**config.mk**
```make
export PLATFORM = sky130hd
export DESIGN_NAME = dll_track_lock
export DESIGN_NICKNAME = d
export VERILOG_FILES = /design/src/rtl/dll_track_lock.sv
export SDC_FILE = /design/constraint.sdc
export NUM_CORES = 1
export LEC_CHECK = 0
export BUFFER_PORTS_ARGS = -buffer_cell sky130_fd_sc_hd__buf_2
export CAP_MARGIN = 40
export CORE_MARGIN = 2
export CORE_UTILIZATION = 35
export CTS_BUF_LIST = sky130_fd_sc_hd__clkbuf_8
export CTS_CLUSTER_DIAMETER = 40
export CTS_CLUSTER_SIZE = 40
export DETAILED_ROUTE_END_ITERATION = 16
export GPL_TIMING_DRIVEN = 0
export HOLD_SLACK_MARGIN = 0.02
export PLACE_DENSITY = 0.56
export SYNTH_ARGS = -nofsm -noshare
export SYNTH_HDL_FRONTEND = slang
export SYNTH_SLANG_ARGS = --single-unit
```
**constraint.sdc**
```tcl
create_clock -name clk4 -period 2.95 [get_ports clk4]
set_input_delay 0.295 -clock clk4 [delete_from_list [all_inputs] [get_ports clk4]]
set_output_delay 0.295 -clock clk4 [all_outputs]
set_load 0.005 [all_outputs]
```
**src/rtl/dll_track_lock.sv**
```systemverilog
// DLL post-acquisition tracking and lock detection.
// Captures the SAR code, then nudges it by +/-1 from a windowed majority
// vote on the phase-detector stream. Lock is declared after a run of
// balanced windows. A run of same-direction steps while locked hands
// control back to the SAR through a one-cycle relock request.
module dll_track_lock #(
  parameter int WIDTH      = 10,
  parameter int WIN        = 8,
  parameter int TH_HI      = 6,
  parameter int TH_LO      = 2,
  parameter int LOCK_HOLDS = 4,
  parameter int LOSS_STEPS = 3
) (
  input  logic             clk4,
  input  logic             rst_n,
  input  logic             sar_done,
  input  logic [WIDTH-1:0] sar_code,
  input  logic             comp,
  output logic [WIDTH-1:0] code,
  output logic             code_valid,
  output logic             lock,
  output logic             relock_req,
  output logic             sat
);

  localparam int WW = $clog2(WIN);
  localparam int OW = $clog2(WIN + 1);
  localparam int HW = $clog2(LOCK_HOLDS + 1);
  localparam int RW = $clog2(LOSS_STEPS + 1);

  typedef enum logic [1:0] {IDLE, TRACK, LOCKED, RELOCK} state_t;
  typedef enum logic [1:0] {D_HOLD, D_UP, D_DOWN} dec_t;

  state_t         state, state_n;
  logic [WIDTH-1:0] code_n;
  logic [WW-1:0]  win_cnt, win_n;
  logic [OW-1:0]  ones_cnt, ones_n, total;
  logic [HW-1:0]  hold_cnt, hold_n;
  logic [RW-1:0]  run_cnt, run_n;
  logic           dir, dir_n;       // 1 = last step was UP
  logic           lock_n, sat_n;
  dec_t           dec;
  logic [WIDTH:0] stepped;          // {saturated, next code}

  // Majority vote on a completed window.
  function automatic dec_t decide(input logic [OW-1:0] t);
    if (t >= OW'(TH_HI))      return D_DOWN;
    else if (t <= OW'(TH_LO)) return D_UP;
    else                      return D_HOLD;
  endfunction

  // Apply a decision to the code, pinning at the rails and flagging it.
  function automatic logic [WIDTH:0] sat_step(input logic [WIDTH-1:0] c, input dec_t d);
    logic [WIDTH:0] r;
    r = {1'b0, c};
    if (d == D_UP) begin
      if (c == {WIDTH{1'b1}}) r = {1'b1, c};
      else                    r = {1'b0, c + WIDTH'(1)};
    end else if (d == D_DOWN) begin
      if (c == '0) r = {1'b1, c};
      else         r = {1'b0, c - WIDTH'(1)};
    end
    return r;
  endfunction

  assign total      = ones_cnt + {{(OW-1){1'b0}}, comp};
  assign code_valid = (state == TRACK) || (state == LOCKED);
  assign relock_req = (state == RELOCK);

  // State register and loop registers.
  always_ff @(posedge clk4) begin
    if (!rst_n) begin
      state    <= IDLE;
      code     <= '0;
      win_cnt  <= '0;
      ones_cnt <= '0;
      hold_cnt <= '0;
      run_cnt  <= '0;
      dir      <= 1'b0;
      lock     <= 1'b0;
      sat      <= 1'b0;
    end else begin
      state    <= state_n;
      code     <= code_n;
      win_cnt  <= win_n;
      ones_cnt <= ones_n;
      hold_cnt <= hold_n;
      run_cnt  <= run_n;
      dir      <= dir_n;
      lock     <= lock_n;
      sat      <= sat_n;
    end
  end

  // Next-state: capture, window accumulation, decisions, lock/loss tracking.
  always_comb begin
    state_n = state;
    code_n  = code;
    win_n   = win_cnt;
    ones_n  = ones_cnt;
    hold_n  = hold_cnt;
    run_n   = run_cnt;
    dir_n   = dir;
    lock_n  = lock;
    sat_n   = sat;
    dec     = D_HOLD;
    stepped = {sat, code};
    case (state)
      IDLE: begin
        if (sar_done) begin
          code_n  = sar_code;
          state_n = TRACK;
          win_n   = '0;
          ones_n  = '0;
          hold_n  = '0;
          run_n   = '0;
          sat_n   = 1'b0;
        end
      end
      TRACK, LOCKED: begin
        if (win_cnt == WW'(WIN - 1)) begin
          win_n   = '0;
          ones_n  = '0;
          dec     = decide(total);
          stepped = sat_step(code, dec);
          code_n  = stepped[WIDTH-1:0];
          sat_n   = stepped[WIDTH];
          if (state == TRACK) begin
            if (dec == D_HOLD) begin
              if (hold_cnt >= HW'(LOCK_HOLDS - 1)) begin
                hold_n  = HW'(LOCK_HOLDS);
                state_n = LOCKED;
                lock_n  = 1'b1;
                run_n   = '0;
              end else begin
                hold_n = hold_cnt + HW'(1);
              end
            end else begin
              hold_n = '0;
            end
          end else begin
            if (dec == D_HOLD) begin
              run_n = '0;
            end else begin
              // A zero run means no step since the last hold: treat as first step.
              if ((run_cnt != '0) && (dir == (dec == D_UP))) run_n = run_cnt + RW'(1);
              else                                          run_n = RW'(1);
              dir_n = (dec == D_UP);
              if (run_n >= RW'(LOSS_STEPS)) begin
                state_n = RELOCK;
                lock_n  = 1'b0;
              end
            end
          end
        end else begin
          win_n  = win_cnt + WW'(1);
          ones_n = total;
        end
      end
      RELOCK: state_n = IDLE;
      default: state_n = IDLE;
    endcase
  end

endmodule

```
==> impl_metrics.tcl, run 1 <==
set metrics [dict create \
    p_sw_uw 774 \
    cts_made_buffers 3 \
    clkPwrFrac_pct 14.6 \
    grt_pass1_wl_mm 8.99 \
    highest_layer "met4" \
    ff2ff_setup_slack_ns 0.31 \
    grt_remaining_overflow 0 \
    layout.nets 306 \
    finalWorstSetupSlack_ns 0.315 \
    r2r_cells 11 \
    rsz0062_at_grt "no" \
    syn_avg_cell_area_sq_um 8.12 \
    syn_area_sq_um 2010 \
    cts_tree "yes" \
    initial_utilization_pct 36.4 \
    cap_violations 0 \
    pwr_density_cell_nw_per_um2 726 \
    antenna_found_initial 0 \
    p_int_uw 883 \
    seqPwrFrac_pct 32.6 \
    drt_pass1_iterations 4 \
    outcome "finished clean" \
    netlist_instances 247 \
    p_comb_share_pct 52.9 \
    synth_edf_count 0 \
    synth_ff_type "dfxtp_1" \
    area_growth_pct 13.7 \
    wl_met3_um 226 \
    cp.arrival_ns 2.85 \
    synth_fa_ha_area_share_pct 8.11 \
    p_leak_nw 0.917 \
    path_cells "ha_1, ha_1, or3_1, a22o_1, nor2_4, nand2b_1, buf_4, a31oi_4, buf_6, o2111ai_1, o21ai_0" \
    synth_warnings 0 \
    timing.fmax_ghz 0.379 \
    via_per_inst 5.55 \
    setup_viol 0 \
    dieArea_sq_um 6350 \
    min_period_over_period_pct 89.3 \
    cts_hold_buf 0 \
    antenna_left 0 \
    reg2reg_from "ones_cnt[0]" \
    ys_types 62 \
    rows 27 \
    io_pins 28 \
    tightest_slew_ns 0.645 \
    met1Wirelength_mm 2.62 \
    startpoint_type "register" \
    min_period_ns 2.64 \
    hold_depth 3 \
    crit_fanout 10 \
    crit_top_cell "ha_1" \
    die_w_um 79.7 \
    wl_mm 5.30 \
    cts.sinks 27 \
    port_buffers 27 \
    clk_latency_ns 0.29 \
    synthSimpleGateAreaFrac_pct 26.3 \
    wl_per_cell_um 15.1 \
    hold_viol_final 0 \
    max-clock-path-buffers 2 \
    root_buffer "clkbuf_8" \
    worstHoldStart "sar_code[9]" \
    cts_setup_buffers 0 \
    drc 0 \
    die_h_um 79.7 \
    synthArstFlopShare_pct 0 \
    r2r-end "code[8]" \
    finClkSkew_ns 0.00336 \
    insertedDiodeCount 0 \
    grtUsageTotal_pct 17.8 \
    dp.final_hpwl_mm 3.82 \
    vias 1944 \
    htreeDepth 1 \
    synth_xor_xnor_area_share_pct 1.75 \
    met2_wirelength_mm 2.43 \
    design.core.area_sq_um 5510 \
    synth-compound-area-share_pct 28.4 \
    ir_worst_vdd_mv 0.405 \
    preCtsSetupSlack_ns 0.212 \
    p_total_mw 1.66 \
    cts_resized 0 \
    cp-startpoint "ones_cnt[0]" \
    nFillCells 562 \
    grt_pass1_vias 1787 \
    min_to "code[9]" \
    drv_slew 0 \
    gp_congestion 0.821 \
    cp-end-kind "register" \
    worst_ep_required_time_ns 3.17 \
    min_path_type "in -> reg" \
    setup_tns_ns 0 \
    drive_gt1_share_pct 17.3 \
    synth_fp_nets 274 \
    cpMaxStageDelayCell "dfxtp_1" \
    multi_input_area_sq_um 1350 \
    clkSlewWorstSetupHoldPaths_ns 0.11 \
    crit_type "reg -> reg" \
    cp_slowest_stage_delay_ns 0.33 \
    ys_ff_latch 27 \
    p_sw_share_pct 46.7 \
    final_cell_area_sq_um 2280 \
    yosysSeqAreaShare_pct 26.9 \
    synth_top_family_by_area "compound AO/OA/AOI/OAI gates" \
    regArea_sq_um 541 \
    post_synth_mux_area_share_pct 2.50 \
    relSlewSlack_pct 56.7 \
    drtIter0Drc 104 \
    placed_cell_area_sq_um 2230 \
    grt_max_degree 18 \
]
-- kinds of logic after synthesis --
| family | after synthesis |
|---|---|
| and+or+nand+nor | 97 |
| AOI/OAI and AO/OA | 78 |
| DFF | 27 |
| buffers and inverters | 23 |
| adders and majority gates | 13 |
| muxes | 5 |
| xor gates and xnor gates | 4 |
-- cells in the final DEF, fill, tap and decap left out, types with 3 or more instances in the layout --
cell / count
buf_2: 29
xnor2_1: 3
a31oi_1: 5
nand2_1: 25
o211ai_1: 6
nor3_1: 5
nor2_1: 16
a21oi_1: 7
mux2i_1: 5
and3_1: 4
inv_1: 9
and2_1: 4
nor2b_1: 11
a22oi_1: 4
nand3_1: 11
dfxtp_1: 27
buf_6: 3
o22ai_1: 3
nand2b_1: 4
o2111ai_1: 3
or3_1: 3
clkbuf_1: 6
clkbuf_8: 3
o221ai_1: 5
ha_1: 13
o21ai_0: 17
-- synth_stat cells (all sizes together) (3+ instances only) --
library cell,number,share of area (%)
and3,6,2.2
xnor2,3,1.3
a22oi,4,1.5
or3,3,0.94
nand2,25,4.7
nand3,11,2.7
and2,4,1.2
o22ai,3,0.94
dfxtp,27,27
inv,9,1.7
buf,7,2.9
a21boi,3,1.1
ha,13,8.1
clkbuf,6,1.1
nor2b,11,3.4
nor3,5,1.2
a31oi,6,2.6
mux2i,5,2.5
a21oi,7,1.7
nand2b,4,1.2
o2111ai,3,1.3
o221ai,5,2.2
o21ai,18,4.5
o211ai,6,2.2
nor2,18,4.6
-- area by class of cell --
| cell class | instances | share of cell area [%] |
|---|---|---|
| Multi-Input combinational cell | 197 | 59.0 |
| Buffer | 13 | 3.57 |
| Tap cell | 72 | 3.95 |
| Clock inverter | 1 | 0.384 |
| Sequential cell | 27 | 23.7 |
| Clock buffer | 3 | 1.81 |
| Timing Repair Buffer | 27 | 5.92 |
| Inverter | 10 | 1.65 |
-- sequential cells by signal, summed over array words and instances, names as in the netlist --
| register | cells |
|---|---|
| hold_cnt | 3 |
| state | 2 |
| ones_cnt | 4 |
| sat | 1 |
| win_cnt | 3 |
| dir | 1 |
| code | 10 |
| lock | 1 |
| run_cnt | 2 |
-- through the flow --
step           utilization (%)  hold slack (ns)  std cells
6_report                  41.4            0.261        350
4_1_cts                   41.4            0.261        350
5_1_grt                   41.4            0.267        350
2_1_floorplan                -            0.456        247
3_3_place_gp              40.5            0.483        346
3_5_place_dp              40.5            0.483        346
-- critical path, delay by kind of cell, from the launching register on --
| family | cells | cell delay, ns |
|---|---|---|
| adders and majority gates | 2 | 0.49 |
| DFF | 1 | 0.33 |
| and+or+nand+nor | 3 | 0.60 |
| AOI/OAI and AO/OA | 4 | 0.78 |
| buffers and inverters | 2 | 0.37 |
-- power groups by stage --
stage | Combinational (mW) | Sequential (mW) | Clock (mW)
6_report | 0.876 | 0.539 | 0.241
5_1_grt | 0.978 | 0.556 | 0.262
4_1_cts | 0.872 | 0.538 | 0.249
3_5_place_dp | 0.869 | 0.547 | 0
3_3_place_gp | 0.867 | 0.543 | 0
2_1_floorplan | 0.628 | 0.526 | 0
-- metal layers --
layer | vias to the layer above | global-route usage [%]
li1 | 991 | -
met2 | 43 | 28.1
met1 | 908 | 25.6
met3 | 2 | 3.17
met4 | 0 | 2.76
met5 | - | 0
-- worst max path at each step --
stage,endpoint,slack (ns),cells past startpoint
2_1_floorplan,code[3],0.68,10
3_3_place_gp,code[8],0.25,12
3_5_place_dp,code[8],0.21,12
4_1_cts,code[8],0.29,11
5_1_grt,code[8],0.10,11
6_report,code[8],0.31,11
(Power assumes the default switching activity.)
==> inputs of run 2 (changes only) <==
Settings changed: GPL_TIMING_DRIVEN 0 to unset, HOLD_SLACK_MARGIN 0.02 to 0.03, REMOVE_ABC_BUFFERS set to 1.
==> run 2 against run 1 <==
  * Via count is 1.7% lower
  * Largest cell class unchanged
  * Critical path depth is 2 lower
  * Flip-flop and latch count stayed put
  * Fmax is 4.6% higher
  * Worst setup slack better by 0.12 ns
  * Hold slack better by 0.0074 ns
  * Wire length is 6.7% lower
==> impl_metrics.tcl, run 2 (same netlist as run 1, synthesis figures left out) <==
set metrics [dict create \
    timing.fmax_ghz 0.397 \
    top_register "code" \
    wl_mm 4.95 \
    worst_ep_required_time_ns 3.16 \
    r2r_cells 9 \
    endpoint "code[5]" \
    final_cell_mix "dfxtp_1 (27), buf_2 (27), nand2_1 (25), o21ai_0 (17), nor2_1 (16)" \
    design.core.area_sq_um 5510 \
    insertedDiodeCount 0 \
    cp.arrival_ns 2.73 \
    hold_viol_final 0 \
    gp_congestion 0.861 \
    via_per_inst 5.62 \
    cts.sinks 27 \
    pwr_density_cell_nw_per_um2 721 \
    clk_latency_ns 0.29 \
    p_sw_uw 745 \
    antenna_found_initial 0 \
    largest_reg_flops 10 \
    crit_fanout 17 \
    drtIter0Drc 129 \
    area_growth_pct 10.7 \
    cp-startpoint "ones_cnt[0]" \
    port_buffers 27 \
    min_period_ns 2.52 \
    root_buffer "clkbuf_8" \
    clkSlewWorstSetupHoldPaths_ns 0.11 \
    cpMaxStageDelayCell "a31oi_4" \
    setup_viol 0 \
    min_path_type "in -> reg" \
    cp_slowest_stage_delay_ns 0.46 \
    seqPwrFrac_pct 35.9 \
    path_cells "ha_1, ha_1, or3_1, a22o_1, nor2_4, nand2b_1, a31oi_4, o21ai_0, a31oi_1" \
    cts_hold_buf 0 \
    rsz0062_at_grt "no" \
    reg.largest.list "code (10), ones_cnt (4)" \
    drc 0 \
    startpoint_type "register" \
    drive_gt1_share_pct 16.4 \
    drv_slew 0 \
    die_w_um 79.7 \
    p_total_mw 1.60 \
    tightest_slew_ns 0.542 \
    grtUsageTotal_pct 16.0 \
    crit_type "reg -> reg" \
    grt_remaining_overflow 0 \
    r2r-end "code[5]" \
    initial_utilization_pct 36.4 \
    dp.final_hpwl_mm 3.53 \
    htreeDepth 1 \
    p_comb_share_pct 49.5 \
    place_inst 336 \
    grt_pass1_wl_mm 8.04 \
    ff2ff_setup_slack_ns 0.43 \
    grt_pass1_vias 1691 \
    reg2reg_from "ones_cnt[0]" \
    setup_tns_ns 0 \
    min_period_over_period_pct 85.4 \
    rows 27 \
    outcome "finished clean" \
    grt_max_degree 33 \
    cts_setup_buffers 0 \
    clkPwrFrac_pct 14.7 \
    cts_made_buffers 3 \
    dieArea_sq_um 6350 \
    finClkSkew_ns 0.00877 \
    die_h_um 79.7 \
    cp-end-kind "register" \
    drt_pass1_iterations 4 \
    max-clock-path-buffers 2 \
    cts_resized 0 \
    final_cells 340 \
    crit_top_cell "ha_1" \
    cap_violations 0 \
    layout.nets 296 \
    ir_worst_vdd_mv 0.223 \
    p_sw_share_pct 46.6 \
    p_int_uw 855 \
    wl_per_cell_um 14.5 \
    p_leak_nw 0.883 \
    vias 1910 \
    relSlewSlack_pct 63.9 \
    antenna_left 0 \
    io_pins 28 \
    cts_tree "yes" \
]
## run 2: cell count changes in the layout (fill, tap and decap cells not counted), sizes merged
cell,delta
inv,-1
clkinvlp,+1
clkbuf,-6
buf,-4
## run 2: cell type report
| class | count | area (sq um) |
|---|---|---|
| well taps | 72 | 90.1 |
| fillers | 576 | 3290 |
| inverters | 10 | 37.5 |
| flip-flops and latches | 27 | 541 |
| clock buffers | 3 | 41.3 |
| repair buffers | 30 | 158 |
| multi-input cells | 197 | 1350 |
| clock inverters | 1 | 7.51 |
## run 2: per-stage QoR
stage	setup slack, ns	utilization (%)	hold slack, ns	cell area, sq um
2_1_floorplan	0.622	-	0.413	1920
3_3_place_gp	0.417	39.4	0.489	2170
3_5_place_dp	0.370	39.4	0.491	2170
4_1_cts	0.449	40.3	0.264	2220
5_1_grt	0.210	40.3	0.281	2220
6_report	0.431	40.3	0.268	2220
## run 2: layer usage
metal	vias up	GRT usage (%)	wire length (um)
li1	965	-	-
met1	886	22.1	2400
met2	48	25.2	2250
met3	11	1.70	188
met4	0	6.72	111
met5	-	0	0
## run 2: worst min path at each step
stage | depth (start not counted) | from | end | slack, ns
final | 3 | sar_code[7] | code[7] | 0.27
after global routing | 3 | sar_code[9] | code[9] | 0.28
after CTS | 3 | sar_code[4] | code[4] | 0.26
after detailed placement | 2 | run_cnt[1] | run_cnt[1] | 0.49
after global placement | 2 | run_cnt[1] | run_cnt[1] | 0.49
after floorplan | 1 | rst_n | state[1] | 0.41
## run 2: critical path: cells and delay by family (launching register included)
family / cells / cell delay [ns]
flops: 1 / 0.33
compound gates: 4 / 1.01
simple gates: 3 / 0.63
fa+ha+maj: 2 / 0.47
## run 2: power groups by stage
stage / logic (mW) / clock network, mW / registers [mW]
after global placement: 0.793 / 0 / 0.583
after global routing: 0.901 / 0.255 / 0.592
after floorplan: 0.547 / 0 / 0.554
final: 0.791 / 0.235 / 0.574
after CTS: 0.794 / 0.243 / 0.574
after detailed placement: 0.791 / 0 / 0.582
==> inputs of run 3 (changes only) <==
Settings changed: GPL_TIMING_DRIVEN set to 0.
==> run 3 against run 2 <==
  * Non-clock buffer count unchanged
  * Power increased by 3.6%
  * Sequential power about the same
  * Critical path type unchanged
  * Combinational power increased by 5.7%
==> impl_metrics.tcl, run 3 (same netlist as run 1, synthesis figures left out) <==
set metrics [dict create \
    cts.sinks 27 \
    worst_ep_required_time_ns 3.19 \
    fin_util_pct 40.6 \
    via_per_inst 5.58 \
    io_pins 28 \
    startpoint_type "register" \
    ir_worst_vdd_mv 0.218 \
    insertedDiodeCount 0 \
    top_register "code" \
    relSlewSlack_pct 51.8 \
    vias 1897 \
    drc 0 \
    ff2ff_setup_slack_ns 0.29 \
    rows 27 \
    dp.final_hpwl_mm 3.46 \
    min_period_ns 2.66 \
    r2r_cells 8 \
    tightest_slew_ns 0.718 \
    grtUsageTotal_pct 16.4 \
    cp-end-kind "register" \
    cp.arrival_ns 2.90 \
    regArea_sq_um 541 \
    max-clock-path-buffers 2 \
    preCtsSetupSlack_ns -0.0770 \
    drive_gt1_share_pct 16.8 \
    cap_violations 0 \
    die_w_um 79.7 \
    setup_tns_ns 0 \
    finClkSkew_ns 0.0104 \
    layout.nets 296 \
    rsz0062_at_grt "no" \
    clk_latency_ns 0.30 \
    drt_pass1_iterations 4 \
    die_h_um 79.7 \
    drtIter0Drc 180 \
    antenna_left 0 \
    clkSlewWorstSetupHoldPaths_ns 0.12 \
    port_buffers 27 \
    cts_tree "yes" \
    htreeDepth 1 \
    timing.fmax_ghz 0.376 \
    hold_viol_final 0 \
    setup_viol 0 \
    drv_slew 0 \
    p_leak_nw 0.890 \
    pwr_density_cell_nw_per_um2 741 \
    dieArea_sq_um 6350 \
    area_growth_pct 11.5 \
    final_cell_area_sq_um 2240 \
    reg.largest.list "code (10), ones_cnt (4)" \
    crit_fanout 25 \
    placed_cell_area_sq_um 2150 \
    reg2reg_from "state[0]" \
    r2r-end "hold_cnt[1]" \
    final_cell_mix "dfxtp_1 (27), buf_2 (27), nand2_1 (25), o21ai_0 (17), nor2_1 (16)" \
    cts_made_buffers 3 \
    timing.hold.ws_ns 0.260 \
    outcome "finished clean" \
    min_period_over_period_pct 90.1 \
    wl_mm 4.99 \
    antenna_found_initial 0 \
    grt_pass1_wl_mm 8.35 \
    multi_input_area_sq_um 1350 \
    hold_depth 3 \
    worstHoldStart "sar_code[7]" \
    root_buffer "clkbuf_8" \
    grt_max_degree 33 \
    largest_reg_flops 10 \
    grt_pass1_vias 1666 \
    initial_utilization_pct 36.4 \
    min_to "code[7]" \
    wl_per_cell_um 14.7 \
    finalWorstSetupSlack_ns 0.291 \
    grt_remaining_overflow 0 \
    crit_type "reg -> reg" \
    gp_congestion 0.810 \
    min_path_type "in -> reg" \
    design.core.area_sq_um 5510 \
    nFillCells 581 \
]
-- run 3: changes by cell type in the layout (fill, tap and decap cells not counted), sizes merged --
cell	delta
inv	+1
clkinvlp	-1
-- run 3: how the worst max path moves through the flow --
stage,startpoint,endpoint,depth (start not counted)
6_report,state[0],hold_cnt[1],8
5_1_grt,state[0],hold_cnt[0],8
4_1_cts,ones_cnt[0],code[3],9
3_5_place_dp,state[0],code[3],7
3_3_place_gp,state[0],code[3],7
2_1_floorplan,comp,code[3],9
-- run 3: routing by layer --
metal	global-route usage, %	vias up	wire [um]
met1	23.5	876	2540
met2	25.8	48	2180
met3	1.36	4	213
met4	5.17	0	55
li1	-	969	-
met5	0	-	0
-- run 3: repair_timing --
action	CTS	global route
hold buffers	0	0
buffers inserted	0	3
gates resized for setup	1	0
pin swaps	0	0
setup endpoints to repair	14	9
-- run 3: layout make-up --
type,instances,share of cell area (%)
tap,72,4.03
clock buffer,3,1.85
sequential,27,24.2
multi-input combinational,197,60.3
timing repair buffer,30,7.61
clock inverter,1,0.391
inverter,10,1.68
-- run 3: worst max-delay path: stages (launching register included) --
cell and delay (ns):
dfxtp_1 0.41, inv_1 0.10, ha_2 0.64, clkinv_1 0.48, nor2_1 0.38, nor2_1 0.12
o21ai_0 0.21, a22oi_1 0.15, nor2b_1 0.12
-- run 3: stage by stage --
step | power (mW) | cells
after floorplan | 1.10 | 234
after global placement | 1.35 | 333
after detailed placement | 1.36 | 333
after CTS | 1.61 | 337
after global routing | 1.81 | 340
final | 1.66 | 340
-- run 3: power by group --
group	internal [mW]	switching [mW]
registers	0.433	0.143
clock network	0.0999	0.146
logic	0.365	0.471
